<file path="src/rtl/dual_slope_ctrl.sv">
// Dual-slope conversion sequencer: auto-zero, integrate and de-integrate phases.
// Each conversion is packed into a 32-bit result word and held on a valid/ready handshake.
module dual_slope_ctrl #(
  parameter int unsigned T_AZ        = 64,
  parameter int unsigned T_INT       = 1000,
  parameter int unsigned T_DEINT_MAX = 4095,
  parameter int unsigned UNDER_DIV   = 16
) (
  input  logic        clk_i,
  input  logic        rst_i,
  input  logic        comp_i,
  input  logic        sat_hi_i,
  input  logic        sat_lo_i,
  input  logic        ref_ok_i,
  input  logic [1:0]  mode_sel_i,
  input  logic [2:0]  range_i,
  output logic [1:0]  afe_sel_o,
  output logic [2:0]  range_sel_o,
  output logic        afe_reset_o,
  output logic        ref_sign_o,
  output logic [31:0] result_o,
  output logic        result_valid_o,
  input  logic        result_ready_i,
  output logic        busy_o,
  output logic [3:0]  state_o
);

  localparam int unsigned CW = 16;
  localparam logic [CW-1:0] AZ_LAST   = CW'(T_AZ - 1);
  localparam logic [CW-1:0] INT_LAST  = CW'(T_INT - 1);
  localparam logic [CW-1:0] DEINT_MAX = CW'(T_DEINT_MAX);
  localparam logic [CW-1:0] UNDER_TH  = CW'(T_DEINT_MAX / UNDER_DIV);

  typedef enum logic [3:0] {
    S_IDLE     = 4'd0,
    S_AZ       = 4'd1,
    S_INT      = 4'd2,
    S_SIGN     = 4'd3,
    S_DEINT    = 4'd4,
    S_DONE     = 4'd5,
    S_WAIT_ACK = 4'd6,
    S_HOLD     = 4'd7
  } state_t;

  state_t        r_state,     w_state_nxt;
  logic [CW-1:0] r_timer,     w_timer_nxt;
  logic [1:0]    r_mode,      w_mode_nxt;
  logic [2:0]    r_range_reg, w_range_reg_nxt;
  logic [2:0]    r_range_sel, w_range_sel_nxt;
  logic [1:0]    r_afe_sel,   w_afe_sel_nxt;
  logic          r_afe_reset, w_afe_reset_nxt;
  logic          r_pol,       w_pol_nxt;
  logic          r_ovr,       w_ovr_nxt;
  logic          r_sat,       w_sat_nxt;
  logic          r_rerr,      w_rerr_nxt;
  logic [CW-1:0] r_count,     w_count_nxt;
  logic [31:0]   r_result,    w_result_nxt;
  logic          r_valid,     w_valid_nxt;
  logic [7:0]    r_seq,       w_seq_nxt;
  logic          r_busy,      w_busy_nxt;
  logic          w_az_entry;
  logic [CW-1:0] w_timer_inc;

  assign w_timer_inc = r_timer + CW'(1);

  // Next-state, datapath and output decode
  always_comb begin
    w_state_nxt     = r_state;
    w_timer_nxt     = r_timer;
    w_mode_nxt      = r_mode;
    w_range_reg_nxt = r_range_reg;
    w_range_sel_nxt = r_range_sel;
    w_pol_nxt       = r_pol;
    w_ovr_nxt       = r_ovr;
    w_sat_nxt       = r_sat;
    w_rerr_nxt      = r_rerr;
    w_count_nxt     = r_count;
    w_result_nxt    = r_result;
    w_valid_nxt     = r_valid;
    w_seq_nxt       = r_seq;
    w_az_entry      = 1'b0;
    w_afe_sel_nxt   = 2'b00;
    w_afe_reset_nxt = 1'b1;
    w_busy_nxt      = 1'b1;

    case (r_state)
      S_IDLE: begin
        if (mode_sel_i != 2'b00 && ref_ok_i) begin
          w_state_nxt = S_AZ;
          w_az_entry  = 1'b1;
        end
      end
      S_AZ, S_INT, S_SIGN, S_DEINT: begin
        if (mode_sel_i == 2'b00) begin
          w_state_nxt = S_IDLE;
        end else if (!ref_ok_i) begin
          w_state_nxt = S_DONE;
          w_ovr_nxt   = 1'b0;
          w_sat_nxt   = 1'b0;
          w_rerr_nxt  = 1'b1;
          w_count_nxt = '0;
        end else begin
          case (r_state)
            S_AZ: begin
              if (r_timer == AZ_LAST) begin
                w_state_nxt = S_INT;
                w_timer_nxt = '0;
              end else begin
                w_timer_nxt = w_timer_inc;
              end
            end
            S_INT: begin
              if (sat_hi_i || sat_lo_i) begin
                if (r_mode == 2'b11 && r_range_reg != 3'd7) begin
                  // Autorange: step to a less sensitive range and retry
                  w_range_reg_nxt = r_range_reg + 3'd1;
                  w_state_nxt     = S_AZ;
                  w_az_entry      = 1'b1;
                end else begin
                  w_state_nxt = S_DONE;
                  w_ovr_nxt   = 1'b0;
                  w_sat_nxt   = 1'b1;
                  w_rerr_nxt  = 1'b0;
                  w_count_nxt = '0;
                end
              end else if (r_timer == INT_LAST) begin
                w_state_nxt = S_SIGN;
              end else begin
                w_timer_nxt = w_timer_inc;
              end
            end
            S_SIGN: begin
              w_pol_nxt   = comp_i;
              w_state_nxt = S_DEINT;
              w_timer_nxt = '0;
            end
            default: begin
              // De-integrate until the comparator crosses back or the limit is hit
              if (comp_i != r_pol) begin
                w_state_nxt = S_DONE;
                w_ovr_nxt   = 1'b0;
                w_sat_nxt   = 1'b0;
                w_rerr_nxt  = 1'b0;
                w_count_nxt = r_timer;
              end else if (w_timer_inc == DEINT_MAX) begin
                w_state_nxt = S_DONE;
                w_ovr_nxt   = 1'b1;
                w_sat_nxt   = 1'b0;
                w_rerr_nxt  = 1'b0;
                w_count_nxt = DEINT_MAX;
              end else begin
                w_timer_nxt = w_timer_inc;
              end
            end
          endcase
        end
      end
      S_DONE: begin
        w_result_nxt = {r_ovr, r_sat, r_rerr, r_pol, r_range_sel, 1'b0, r_seq, r_count};
        w_valid_nxt  = 1'b1;
        w_state_nxt  = S_WAIT_ACK;
        if (r_mode == 2'b11 && !r_ovr && !r_sat && r_count < UNDER_TH && r_range_reg != 3'd0) begin
          w_range_reg_nxt = r_range_reg - 3'd1;
        end
      end
      S_WAIT_ACK: begin
        if (r_valid && result_ready_i) begin
          w_valid_nxt = 1'b0;
          w_seq_nxt   = r_seq + 8'd1;
          case (mode_sel_i)
            2'b00:   w_state_nxt = S_IDLE;
            2'b01:   w_state_nxt = S_HOLD;
            default: begin
              w_state_nxt = S_AZ;
              w_az_entry  = 1'b1;
            end
          endcase
        end
      end
      S_HOLD: begin
        if (mode_sel_i == 2'b00) begin
          w_state_nxt = S_IDLE;
        end
      end
      default: w_state_nxt = S_IDLE;
    endcase

    // Conversion setup latched on every AZ entry
    if (w_az_entry) begin
      w_mode_nxt      = mode_sel_i;
      w_range_sel_nxt = (mode_sel_i == 2'b11) ? w_range_reg_nxt : range_i;
      w_timer_nxt     = '0;
      w_pol_nxt       = 1'b0;
    end

    case (w_state_nxt)
      S_INT: begin
        w_afe_sel_nxt   = 2'b01;
        w_afe_reset_nxt = 1'b0;
      end
      S_SIGN:  w_afe_reset_nxt = 1'b0;
      S_DEINT: begin
        w_afe_sel_nxt   = 2'b10;
        w_afe_reset_nxt = 1'b0;
      end
      default: w_afe_sel_nxt = 2'b00;
    endcase
    w_busy_nxt = !(w_state_nxt == S_IDLE || w_state_nxt == S_HOLD);
  end

  // State and output registers
  always_ff @(posedge clk_i) begin
    if (rst_i) begin
      r_state     <= S_IDLE;
      r_timer     <= '0;
      r_mode      <= 2'b00;
      r_range_reg <= 3'd7;
      r_range_sel <= 3'd7;
      r_afe_sel   <= 2'b00;
      r_afe_reset <= 1'b1;
      r_pol       <= 1'b0;
      r_ovr       <= 1'b0;
      r_sat       <= 1'b0;
      r_rerr      <= 1'b0;
      r_count     <= '0;
      r_result    <= '0;
      r_valid     <= 1'b0;
      r_seq       <= 8'd0;
      r_busy      <= 1'b0;
    end else begin
      r_state     <= w_state_nxt;
      r_timer     <= w_timer_nxt;
      r_mode      <= w_mode_nxt;
      r_range_reg <= w_range_reg_nxt;
      r_range_sel <= w_range_sel_nxt;
      r_afe_sel   <= w_afe_sel_nxt;
      r_afe_reset <= w_afe_reset_nxt;
      r_pol       <= w_pol_nxt;
      r_ovr       <= w_ovr_nxt;
      r_sat       <= w_sat_nxt;
      r_rerr      <= w_rerr_nxt;
      r_count     <= w_count_nxt;
      r_result    <= w_result_nxt;
      r_valid     <= w_valid_nxt;
      r_seq       <= w_seq_nxt;
      r_busy      <= w_busy_nxt;
    end
  end

  assign afe_sel_o      = r_afe_sel;
  assign range_sel_o    = r_range_sel;
  assign afe_reset_o    = r_afe_reset;
  assign ref_sign_o     = r_pol;
  assign result_o       = r_result;
  assign result_valid_o = r_valid;
  assign busy_o         = r_busy;
  assign state_o        = 4'(r_state);

endmodule

</file>
<file path="config.mk">
export PLATFORM = sky130hd
export DESIGN_NAME = dual_slope_ctrl
export DESIGN_NICKNAME = d
export VERILOG_FILES = /design/src/rtl/dual_slope_ctrl.sv
export SDC_FILE = /design/constraint.sdc
export NUM_CORES = 1
export LEC_CHECK = 0
export CORE_ASPECT_RATIO = 1.25
export CORE_MARGIN = 4
export CORE_UTILIZATION = 30
export DETAILED_ROUTE_END_ITERATION = 12
export SLEW_MARGIN = 20
export SYNTH_ARGS = -nofsm -noshare
export SYNTH_HDL_FRONTEND = slang
export SYNTH_SLANG_ARGS = --single-unit
</file>
<file path="constraint.sdc">
create_clock -name clk_i -period 5.6 [get_ports clk_i]
set_clock_uncertainty 0.15 [all_clocks]
set_input_delay 1.12 -clock clk_i [delete_from_list [all_inputs] [get_ports clk_i]]
set_output_delay 1.12 -clock clk_i [all_outputs]
set_load 0.02 [all_outputs]
</file>
==> results of run 1 <==
-- stage by stage --
step | std cells | utilization | power, mW
after floorplan | 553 | - | 0.711
after global placement | 753 | 0.350 | 0.729
after detailed placement | 753 | 0.351 | 0.730
after CTS | 766 | 0.371 | 1.35
after global routing | 766 | 0.371 | 1.38
final | 766 | 0.371 | 1.33
-- synth_stat cells (6+ instances only) --
cell	number	area share
buf_4	6	0.010
or3_1	12	0.017
xor2_1	6	0.012
nor2_1	42	0.035
o21ai_0	21	0.023
clkbuf_1	21	0.017
nand3_1	11	0.012
inv_1	22	0.018
mux2i_1	7	0.016
nand2b_1	9	0.012
nand3b_1	6	0.010
dfxtp_1	92	0.41
a21oi_1	61	0.068
nand4_1	14	0.019
nand2_1	103	0.086
xnor2_1	8	0.016
a221oi_2	11	0.037
ha_1	7	0.019
-- worst max-delay path, cell delays in order --
cell	delay [ns]
clkdlybuf4s50_1	0.59
nor2_1	0.10
nor2_1	0.17
nor4bb_2	0.55
a21oi_1	0.12
nand2_1	0.28
or2_2	0.40
a21oi_1	0.08
-- power by group --
group / leakage (nW) / internal, mW / switching (mW) / total [mW]
logic: 0.873 / 0.0210 / 0.0325 / 0.0535
registers: 0.742 / 0.658 / 0.00381 / 0.662
clock network: 0.144 / 0.383 / 0.235 / 0.618
total: 1.76 / 1.06 / 0.271 / 1.33
-- worst paths after layout --
path,start,endpoint,slack (ns)
hold reg to reg,result_o[12]$_SDFFE_PP0P_,result_o[12]$_SDFFE_PP0P_,0.30
setup reg to reg,r_timer[1]$_SDFFE_PP0P_,r_sat$_SDFFE_PP0P_,2.51
setup / recovery,mode_sel_i[1],r_timer[11]$_SDFFE_PP0P_,2.22
hold / removal,result_o[12]$_SDFFE_PP0P_,result_o[12]$_SDFFE_PP0P_,0.30
-- cells by family after synthesis --
family	after synthesis	synth area share
simple gates	252	0.291
compound gates	120	0.174
flops	92	0.408
buf+inv	59	0.0638
xor+xnor	14	0.0272
fa+ha+maj	7	0.0194
mux	7	0.0155
other cells	1	0.000831
-- area by class of cell --
type                            count  area [um^2]
Multi-Input combinational cell    402         2400
Sequential cell                    92         1840
Timing Repair Buffer               59          576
Inverter                           22         82.6
Clock inverter                      3         65.1
Tap cell                          178          223
Clock buffer                       10          229
Fill cell                        1505         9170
-- placed cells by master, fill, tap and decap left out, types with 4 or more instances in the layout --
master | netlist | layout
buf_4 | 6 | 4
clkbuf_16 | 0 | 9
dfxtp_1 | 92 | 92
xnor2_1 | 8 | 8
and3_1 | 4 | 4
nand3b_1 | 6 | 6
a221oi_2 | 11 | 11
o21ai_0 | 21 | 21
or4_1 | 5 | 5
nand3_1 | 11 | 11
nand2_1 | 103 | 103
and2_1 | 5 | 5
o21ai_1 | 5 | 5
a31oi_1 | 4 | 4
nand2b_1 | 9 | 9
nor2_1 | 42 | 42
nand4_1 | 14 | 14
nor2b_1 | 5 | 4
or2_2 | 5 | 5
clkdlybuf4s50_1 | 0 | 54
mux2i_1 | 7 | 7
ha_1 | 7 | 7
or3_1 | 12 | 12
xor2_1 | 6 | 6
a21oi_1 | 61 | 61
inv_1 | 22 | 22
-- routing by layer --
| metal | track usage | up-vias | share of wire |
|---|---|---|---|
| met1 | 0.156 | 1835 | 0.44 |
| met3 | 0.0308 | 10 | 0.048 |
| met5 | 0 | - | 0 |
| met2 | 0.221 | 83 | 0.50 |
| met4 | 0.0428 | 0 | 0.016 |
| li1 | - | 1970 | - |
==> results.cfg, run 1 <==
[synth]
syn_inst = 552
ys_seq_area_frac = 0.408
ys_seq_elements = 92
ys_warn_count = 0
post_synth_num_cell_types = 62
postSynthAreaPerCell_um2 = 8.17
synth-edff-count = 0
synthFlopType = dfxtp_1
netlist_area_um2 = 4510
async_reset_ff_frac = 0

[place]
gp_congestion = 0.818
place_ws_ns = 1.71
placed_area_um2 = 5120
hpwl_um = 7790
portBuffers = 55

[die]
io-pin-count = 57
core_um2 = 14600
die_w_um = 118
die_area_um2 = 17100
start_util = 0.309
die_h_um = 145
fp-row-count = 49

[timing]
finalWorstSetupSlack_ns = 2.22
report.final.slew_viol_count = 0
rsz0062_at_grt = no
finalCritPeriodShare = 0.603
final_hold_viol_count = 0
maxSlewHeadroom = 0.519
fmax_ghz = 0.296
period_minus_slack_ns = 3.38
setup_tns_ns = 0
holdWs_ns = 0.303
setup_viol = 0
max_slew.worst_pin.slew_ns = 0.719

[final_layout]
largest_reg_flops = 31
area_growth_pct = 20.1
diodes = 0
fin_area_um2 = 5420
nets = 605
drive_gt1_frac = 0.0816

[clocking]
cts_tree = yes
cts_resized = 0
postCtsSetupBuffers = 0
clk_latency_ns = 0.33
clock_sinks = 92
hold_buffers = 0
h-tree-depth = 3
cts_root_buf = clkbuf_16
clk_path_buf_depth = 2
cts-buffers-inserted = 9
clk_pin_slew_worst_paths_ns = 0.06

[setup_path]
crit_arrival_ns = 3.43
cp_max_fo = 17
reg2reg_depth = 9
required_ns = 5.65
path_class = input port to register
cp-start-kind = input port
cp-end-kind = register

[global_routing]
grt_max_degree = 39
antenna_found_initial = 0
grt_pass1_vias = 3746
grt-ovfl-total = 0
grtUsageTotal = 0.128
grt_pass1_wl_um = 18500

[hold_path]
whs_path_depth = 2
hp-class = register to register

[detailed_routing]
wirelength_um = 10900
antenna_left = 0
drt_pass1_iterations = 4
drc = 0
wl_per_cell_um = 14.2
dr_total_vias = 3898
vias_per_cell = 5.09
drt-initial-drc-count = 298

[job]
cap_violations = 0

[pwr]
power_density_nw_per_um2 = 246
power.leakage_nw = 1.76
ir_worst_vdd_v = 0.000174

[outcome]
status = finished, final reports clean
(Power assumes the default switching activity.)
==> inputs of run 2 (changes only) <==
Clock period 5.6 ns to 3.02 ns, I/O delays scaled along.
==> run 2 against run 1 <==
- clock power grew 88%
- register-to-register slack got worse by 2.3 ns
- sequential cell count did not move
- critical path depth grew 1
- hold slack lost 0.0016 ns
- via count grew 3.9%
- critical endpoint is now r_timer[2]$_SDFFE_PP0P_
- largest power group unchanged
==> results.cfg, run 2 (synthesized netlist as in run 1, its figures left out) <==
[pwr]
p_comb_frac = 0.042
netSwitchingPower_mw = 0.581
ir_worst_vdd_v = 0.000240
power_density_nw_per_um2 = 448
seqPwrFrac = 0.491
switching_share = 0.233
p_int_mw = 1.92
power.leakage_nw = 1.85
clkPwrFrac = 0.467

[timing]
setup_viol = 0
max_slew.worst_pin.slew_ns = 0.559
setup_tns_ns = 0
report.final.slew_viol_count = 0
finalCritPeriodShare = 0.915
fmax_ghz = 0.362
period_minus_slack_ns = 2.76
rsz0062_at_grt = no
maxSlewHeadroom = 0.627
final_hold_viol_count = 0

[detailed_routing]
antenna_left = 0
vias_per_cell = 5.15
dr_total_vias = 4050
wirelength_um = 11500
drt_pass1_iterations = 5
wl_per_cell_um = 14.7
drt-initial-drc-count = 312
drc = 0

[place]
portBuffers = 55
hpwl_um = 8300
placed_area_um2 = 5260
gp_congestion = 0.862

[final_layout]
layout_common_cells = 103 x nand2_1, 92 x dfxtp_1, 61 x a21oi_1
final_util = 0.382
fin_area_um2 = 5580
area_growth_pct = 23.6
drive_gt1_frac = 0.115
nets = 622
final_common_cell = nand2_1
largest_reg_flops = 31
diodes = 0

[die]
io-pin-count = 57
die_h_um = 145
die_area_um2 = 17100
die_w_um = 118
start_util = 0.309
fp-row-count = 49
core_um2 = 14600

[clocking]
clk_path_buf_depth = 2
clock_sinks = 92
cts_root_buf = clkbuf_16
h-tree-depth = 3
clk_latency_ns = 0.35
clk_pin_slew_worst_paths_ns = 0.07
cts-buffers-inserted = 9
hold_buffers = 0
cts_tree = yes

[job]
cap_violations = 0

[setup_path]
cp-start-kind = register
cp_max_fo = 14
cp.buffers_inverters = 0
path_class = register to register
crit_slowest_cell = a221oi_2
worst-r2r-setup-slack_ns = 0.26
timing.rr.start = r_timer[1]$_SDFFE_PP0P_
required_ns = 3.09
reg2reg_depth = 9
crit_chain = ha_1 > nand3_1 > nor4_2 > a41oi_2 > a221oi_2 > nand4_2 > nand3_2 > or3b_1 > a21oi_1
worst_path_largest_cell_delay_ns = 0.41
cp-end-kind = register
critPathTopFamily = simple AND/OR/NAND/NOR gates
crit_arrival_ns = 2.83
r2r-end = r_timer[2]$_SDFFE_PP0P_

[hold_path]
min-delay-start = result_o[4]$_SDFFE_PP0P_
hp-class = register to register
whs_path_depth = 2
min_to = result_o[4]$_SDFFE_PP0P_

[outcome]
status = finished, final reports clean

[global_routing]
grtUsageTotal = 0.134
grt-ovfl-total = 0
grt_pass1_wl_um = 19300
antenna_found_initial = 0
grt_max_degree = 33
grt_pass1_vias = 3954
[run 2: how the worst max path moves through the flow]
stage	from	to	cells past startpoint	slack (ns)
final	r_timer[1]$_SDFFE_PP0P_	r_timer[2]$_SDFFE_PP0P_	9	0.26
after global routing	r_timer[0]$_SDFFE_PP0P_	r_timer[10]$_SDFFE_PP0P_	9	0.03
after CTS	r_timer[0]$_SDFFE_PP0P_	afe_reset_o$_SDFF_PP1_	9	0.20
after detailed placement	mode_sel_i[0]	r_timer[12]$_SDFFE_PP0P_	9	0.07
after global placement	mode_sel_i[0]	r_timer[12]$_SDFFE_PP0P_	9	0.08
after floorplan	r_timer[1]$_SDFFE_PP0P_	r_count[10]$_SDFFE_PP0P_	9	0.51
[run 2: power groups by stage]
stage	clock [mW]	sequential, mW	combinational, mW
2_1_floorplan	0	1.26	0.0629
3_3_place_gp	0	1.25	0.104
3_5_place_dp	0	1.25	0.105
4_1_cts	1.20	1.23	0.106
5_1_grt	1.24	1.23	0.115
6_report	1.16	1.23	0.105
[run 2: routing by layer]
layer  up-vias  wire length, um  track usage
met4         0              238       0.0669
met2       102             5690        0.230
met1      1914             4990        0.158
li1       2013                -            -
met5         -                0            0
met3        21              599       0.0296
[run 2: what timing repair did]
action | in CTS | in global routing
resized for setup | 0 | 1
setup endpoints to repair | 0 | 1
setup buffers | 0 | 0
[run 2: worst min-delay path: stages (launching register included)]
cell and delay (ns):
dfxtp_1 0.31, nand2_1 0.05, a21oi_1 0.05
[run 2: metrics by stage]
step	power [mW]	hold slack, ns	cells	setup slack, ns
6_report	2.50	0.301	786	0.256
5_1_grt	2.59	0.323	786	0.0279
4_1_cts	2.53	0.304	786	0.197
3_5_place_dp	1.36	0.296	770	0.0724
3_3_place_gp	1.36	0.296	770	0.0838
2_1_floorplan	1.32	0.282	553	0.515
[run 2: area by class of cell]
type	instances	area (um^2)
Clock buffer	9	225
Clock inverter	7	81.3
Fill cell	1481	9010
Inverter	22	82.6
Multi-Input combinational cell	402	2390
Sequential cell	92	1840
Tap cell	178	223
Timing Repair Buffer	76	728
==> inputs of run 3 (changes only) <==
Settings changed: GPL_TIMING_DRIVEN from default to 1.
==> results of run 3 <==
Same layout as run 2: the final DEF is identical, and so are final timing and power.
